### config.mk
export PLATFORM = sky130hd
export DESIGN_NAME = toggle_cover_collector
export DESIGN_NICKNAME = d
export VERILOG_FILES = /design/src/rtl/toggle_cover_collector.sv
export SDC_FILE = /design/constraint.sdc
export NUM_CORES = 1
export LEC_CHECK = 0
export BUFFER_PORTS_ARGS = -buffer_cell sky130_fd_sc_hd__buf_2
export CORE_MARGIN = 2
export CORE_UTILIZATION = 35
export CTS_CLUSTER_SIZE = 28
export DETAILED_ROUTE_END_ITERATION = 8
export PLACE_DENSITY = 0.52
export SLEW_MARGIN = 10
export SYNTH_ARGS = -nofsm -noshare
export SYNTH_HDL_FRONTEND = slang
export SYNTH_SLANG_ARGS = --single-unit
export TNS_END_PERCENT = 30
### constraint.sdc
create_clock -name clock -period 6.3 [get_ports clock]
set_clock_uncertainty 0.2 [all_clocks]
set_input_delay 0.315 -clock clock [delete_from_list [all_inputs] [get_ports clock]]
set_output_delay 0.315 -clock clock [all_outputs]
set_load 0.005 [all_outputs]
### src/rtl/toggle_cover_collector.sv
// ---------------------------------------------------------------------------
// toggle_cover_collector
//
// Upstream stage of the per-module toggle coverage reporter. Samples a
// WIDTH-bit bus and tracks, per bit, whether a rising and a falling
// transition have been seen. When a bit becomes covered for the first time
// a one-cycle pulse is emitted on the matching bit of valid; that vector
// feeds the reporter's valid input directly. A sticky coverage map, a
// covered-bit counter and an all-covered flag are also kept.
//
// Optional feature (compile-time macro TOGGLE_COVER_SINGLE_EDGE_EN):
//   defined   -> a bit is covered on its first edge in either direction
//   undefined -> a bit needs both a rise and a fall (default)
//
// Ports:
//   clock        in   1      rising-edge clock
//   reset        in   1      synchronous, active-low reset (beats clear/en)
//   en           in   1      sampling enable; sig ignored while low
//   clear        in   1      synchronous coverage clear, active-high
//   sig          in   WIDTH  monitored bus, already synchronous to clock
//   valid        out  WIDTH  one-cycle pulse per bit on first coverage
//   covered      out  WIDTH  sticky per-bit coverage map
//   covered_cnt  out  CNT_W  population count of covered
//   all_covered  out  1      high when every bit is covered
// ---------------------------------------------------------------------------
module toggle_cover_collector #(
  parameter  int WIDTH = 28,
  localparam int CNT_W = $clog2(WIDTH + 1)
) (
  input  logic             clock,
  input  logic             reset,
  input  logic             en,
  input  logic             clear,
  input  logic [WIDTH-1:0] sig,
  output logic [WIDTH-1:0] valid,
  output logic [WIDTH-1:0] covered,
  output logic [CNT_W-1:0] covered_cnt,
  output logic             all_covered
);

  localparam logic [CNT_W-1:0] FULL_CNT = CNT_W'(WIDTH);

  typedef enum logic [1:0] {
    PRIME = 2'd0,  // capture a reference sample, record nothing
    ARMED = 2'd1,  // record edges against the last enabled sample
    DONE  = 2'd2   // everything covered, outputs frozen
  } state_t;

  state_t             state_q;
  logic [WIDTH-1:0]   prev_q;
  logic [WIDTH-1:0]   rise_seen_q;
  logic [WIDTH-1:0]   fall_seen_q;
  logic [WIDTH-1:0]   covered_q;
  logic [WIDTH-1:0]   valid_q;
  logic [CNT_W-1:0]   covered_cnt_q;
  logic               all_covered_q;

  logic [WIDTH-1:0]   rise_seen_d;
  logic [WIDTH-1:0]   fall_seen_d;
  logic [WIDTH-1:0]   covered_d;
  logic [WIDTH-1:0]   newly_d;
  logic [CNT_W-1:0]   covered_cnt_d;

  // Candidate next coverage, used only when an ARMED cycle is enabled.
  // NOTE: combinational logic uses blocking '=' and assigns every output a
  // default first, so no latch can be inferred; the clocked block uses '<='.
  always_comb begin
    rise_seen_d = rise_seen_q | (~prev_q & sig);
    fall_seen_d = fall_seen_q | (prev_q & ~sig);
`ifdef TOGGLE_COVER_SINGLE_EDGE_EN
    covered_d   = rise_seen_d | fall_seen_d;
`else
    covered_d   = rise_seen_d & fall_seen_d;
`endif
    // Coverage is monotonic between clears, so the count grows by the
    // number of bits completing this cycle and cannot pass WIDTH.
    newly_d       = covered_d & ~covered_q;
    covered_cnt_d = covered_cnt_q;
    for (int i = 0; i < WIDTH; i++) begin
      covered_cnt_d = covered_cnt_d + CNT_W'(newly_d[i]);
    end
  end

  // NOTE: every register, including the per-bit history, is cleared by the
  // synchronous reset; nothing here is a RAM, so there is no cost to it.
  always_ff @(posedge clock) begin
    if (!reset) begin
      state_q       <= PRIME;
      prev_q        <= '0;
      rise_seen_q   <= '0;
      fall_seen_q   <= '0;
      covered_q     <= '0;
      valid_q       <= '0;
      covered_cnt_q <= '0;
      all_covered_q <= 1'b0;
    end else if (clear) begin
      // prev is left alone: PRIME recaptures it before any edge is counted.
      state_q       <= PRIME;
      rise_seen_q   <= '0;
      fall_seen_q   <= '0;
      covered_q     <= '0;
      valid_q       <= '0;
      covered_cnt_q <= '0;
      all_covered_q <= 1'b0;
    end else begin
      valid_q <= '0;  // pulse lasts one cycle unless re-asserted below
      unique case (state_q)
        PRIME: begin
          if (en) begin
            prev_q  <= sig;
            state_q <= ARMED;
          end
        end
        ARMED: begin
          if (en) begin
            prev_q        <= sig;
            rise_seen_q   <= rise_seen_d;
            fall_seen_q   <= fall_seen_d;
            covered_q     <= covered_d;
            valid_q       <= newly_d;
            covered_cnt_q <= covered_cnt_d;
            all_covered_q <= (covered_cnt_d == FULL_CNT);
            if (&covered_d) begin
              state_q <= DONE;
            end
          end
        end
        DONE: begin
          // Hold until clear or reset.
        end
        default: begin
          state_q <= PRIME;
        end
      endcase
    end
  end

  assign valid       = valid_q;
  assign covered     = covered_q;
  assign covered_cnt = covered_cnt_q;
  assign all_covered = all_covered_q;

endmodule

==> impl_metrics.tcl <==
set metrics [dict create \
    clock_sinks 148 \
    fillers 1782 \
    grt_util_met2 0.257 \
    synth_commonest_cells "dfxtp_1, nor2_1, nand2_1" \
    start_util 0.356 \
    fin_crit_sh 0.962 \
    diodes 0 \
    global_route.usage.met3 0.0352 \
    slew_headroom 0.316 \
    drive_gt1_frac 0.198 \
    synth_top_area_share 0.465 \
    cts_tree "done" \
    synth.area.top_cells "dfxtp_1, fa_1, nor2_1" \
    sw_frac_of_total 0.213 \
    reg2reg_slack_ns 0.42 \
    clkLatencyLatePin_ns 0.42 \
    drt_iter0_drc 262 \
    synth_edf_count 0 \
    arrival_ns 6.13 \
    synth-main-ff-cell "dfxtp_1" \
    place.gp.congestion 0.771 \
    synth_nets 798 \
    crit_type "input pin to flip-flop" \
    antenna_found_initial 0 \
    setup_viol 0 \
    synth_area_per_cell_um2 8.68 \
    wire_per_inst_um 14.5 \
    power.density_nw_per_um2 271 \
    seq_area_frac_synth 0.465 \
    die_w_um 139 \
    tightest_slew_ns 1.02 \
    reg2reg_depth 19 \
    vias 5218 \
    netlist_instances 734 \
    p_int_w 0.00171 \
    routed_via_density 4.80 \
    grt_pass1_wl_um 25400 \
    slew_viol_final 0 \
    post_cts_buffers 0 \
    cts_made_buffers 17 \
    cts_max_level 4 \
    core_area_um2 17900 \
    endpoint_kind "flip-flop" \
    ir_drop_uv 202 \
    rsz0062_at_grt "false" \
    clockBufferDepth 2 \
    fmax_mhz 165 \
    num-nets-final 909 \
    required_ns 6.37 \
    pin_count 94 \
    worstPathMaxFanout 3 \
    cap_viol_max_count 0 \
    synth_top_cell_by_area "dfxtp_1" \
    busiest_layer "met2" \
    final_core_util 0.447 \
    hpwl_um 11300 \
    yosys_warnings 0 \
    portBuffers 93 \
    leakagePower_nw 3.08 \
    die_y_um 139 \
    async_flop_share 0 \
    gr-usage-met1 0.235 \
    seqPwrFrac 0.441 \
    min_path_cells 4 \
    startpoint_type "input pin" \
    status "finished, final reports clean" \
    clk_pin_slew_worst_paths_ns 0.06 \
    ys_types 36 \
    gr-total-overflow 0 \
    pwr-share-clk 0.511 \
    min_period_ns 6.06 \
    firstDrtPassIters 5 \
    hp-class "input pin to flip-flop" \
    grt_max_degree 93 \
    yosysMostFrequentCell "dfxtp_1" \
    switching_power_w 0.000464 \
    drc 0 \
    final_antenna_net_count 0 \
    combPwrFrac 0.048 \
    drt_wl_total_um 15800 \
    design.die.area_um2 19300 \
    grt_pass1_vias 4893 \
    ys_ff_latch 148 \
    hold_violations 0 \
    grt_usage 0.167 \
    rows 49 \
    syn-cell-area_um2 6370 \
    root_buffer "clkbuf_16" \
    tns_ns 0 \
    areaGrowthSynthToFinish_pct 25.6 \
]
## state kept, by name (all words and copies together) (netlist names)
| name | count |
|---|---|
| covered_cnt | 5 |
| state_q | 2 |
| valid | 28 |
| covered | 28 |
| fall_seen_q | 28 |
| prev_q | 28 |
| all_covered | 1 |
| rise_seen_q | 28 |
## timing repair
item | in CTS | in global routing
endpoints found under the hold margin | 29 | 0
resized for setup | 0 | 16
hold buffers | 29 | 0
setup endpoints to repair | 0 | 2
## logic make-up after synthesis
| group | share of synthesized area |
|---|---|
| AO/OA/AOI/OAI | 0.160 |
| XOR/XNOR | 0.00825 |
| adder cells (fa/ha/maj) | 0.0887 |
| buffers and inverters | 0.0296 |
| flip-flops | 0.465 |
| AND/OR/NAND/NOR | 0.248 |
## power by group through the flow
stage	sequential, W	clock (W)	combinational (W)
finish	0.000959	0.00111	0.000104
global route	0.000960	0.00117	0.000117
CTS	0.000958	0.00113	0.000105
detailed placement	0.000979	0	0.0000902
global placement	0.000978	0	0.0000879
floorplan	0.000977	0	0.0000573
## through the flow
step           total power, W  instances  hold WS (ns)  setup WS, ns  area, um2
6_report              0.00217       1087         0.157         0.240       8000
2_1_floorplan         0.00103        734         0.230         0.559       6370
3_3_place_gp          0.00107       1026         0.241         0.249       7030
5_1_grt               0.00225       1087         0.180       0.00574       8000
3_5_place_dp          0.00107       1026         0.249         0.192       7030
4_1_cts               0.00219       1087         0.156        0.0876       7970
## cell usage in the layout (no fill, tap or decap), drive strengths merged
cell | synthesis | final
nand3b | 1 | 1
a21o | 2 | 2
buf | 4 | 97
a21oi | 65 | 65
or4 | 3 | 3
dfxtp | 148 | 148
nor4 | 3 | 3
a21boi | 28 | 28
nand2 | 91 | 91
a211oi | 29 | 29
nor3 | 7 | 7
fa | 22 | 22
and2b | 3 | 3
xnor2 | 5 | 5
o21a | 2 | 2
nor2b | 53 | 53
o21ai | 26 | 26
and2 | 26 | 26
or3b | 1 | 1
a22o | 1 | 1
clkinv | 0 | 2
nor3b | 1 | 1
inv | 16 | 17
nor2 | 115 | 115
clkbuf | 30 | 20
dlygate4sd3 | 0 | 29
and3b | 1 | 1
clkinvlp | 0 | 4
xor2 | 1 | 1
or2 | 21 | 21
nand4 | 3 | 3
a22oi | 13 | 13
ha | 10 | 10
bufinv | 0 | 5
nand2b | 3 | 3
## worst max-delay path: stages
cell	delay [ns]
dlygate4sd3_1	0.53
buf_2	0.13
nor2b_1	0.13
o21ai_0	0.26
and2_4	0.23
nor2_1	0.06
fa_1	0.52
inv_1	0.06
fa_1	0.55
fa_1	0.43
fa_1	0.51
fa_1	0.43
fa_1	0.49
inv_1	0.05
fa_2	0.35
fa_2	0.36
a21o_1	0.17
a21oi_2	0.14
xnor2_1	0.15
nor4_1	0.07
a22oi_1	0.16
nor2_1	0.06
## per-layer routing
layer  share of wire  up-vias
li1                -     2659
met1            0.49     2421
met2            0.45      118
met3           0.048       20
met4           0.013        0
met5               0        -
## final cells by class
class,instances,area (um2),area share
multi-input cells,536,3260,0.407
well taps,229,287,0.0358
clock buffers,20,447,0.0558
repair buffers,126,786,0.0982
inverters,16,60.1,0.00750
clock inverters,12,203,0.0253
flip-flops and latches,148,2960,0.370
## path summary, 6_finish.rpt
path                                     start                      endpoint
hold / removal                           clear        prev_q[3]$_SDFFE_PN0P_
setup / recovery                        sig[0]      all_covered$_SDFFE_PP0P_
hold reg to reg   rise_seen_q[11]$_SDFFE_PP0P_  rise_seen_q[11]$_SDFFE_PP0P_
setup reg to reg       prev_q[12]$_SDFFE_PN0P_      all_covered$_SDFFE_PP0P_
Power figures use the tool's default switching activity.
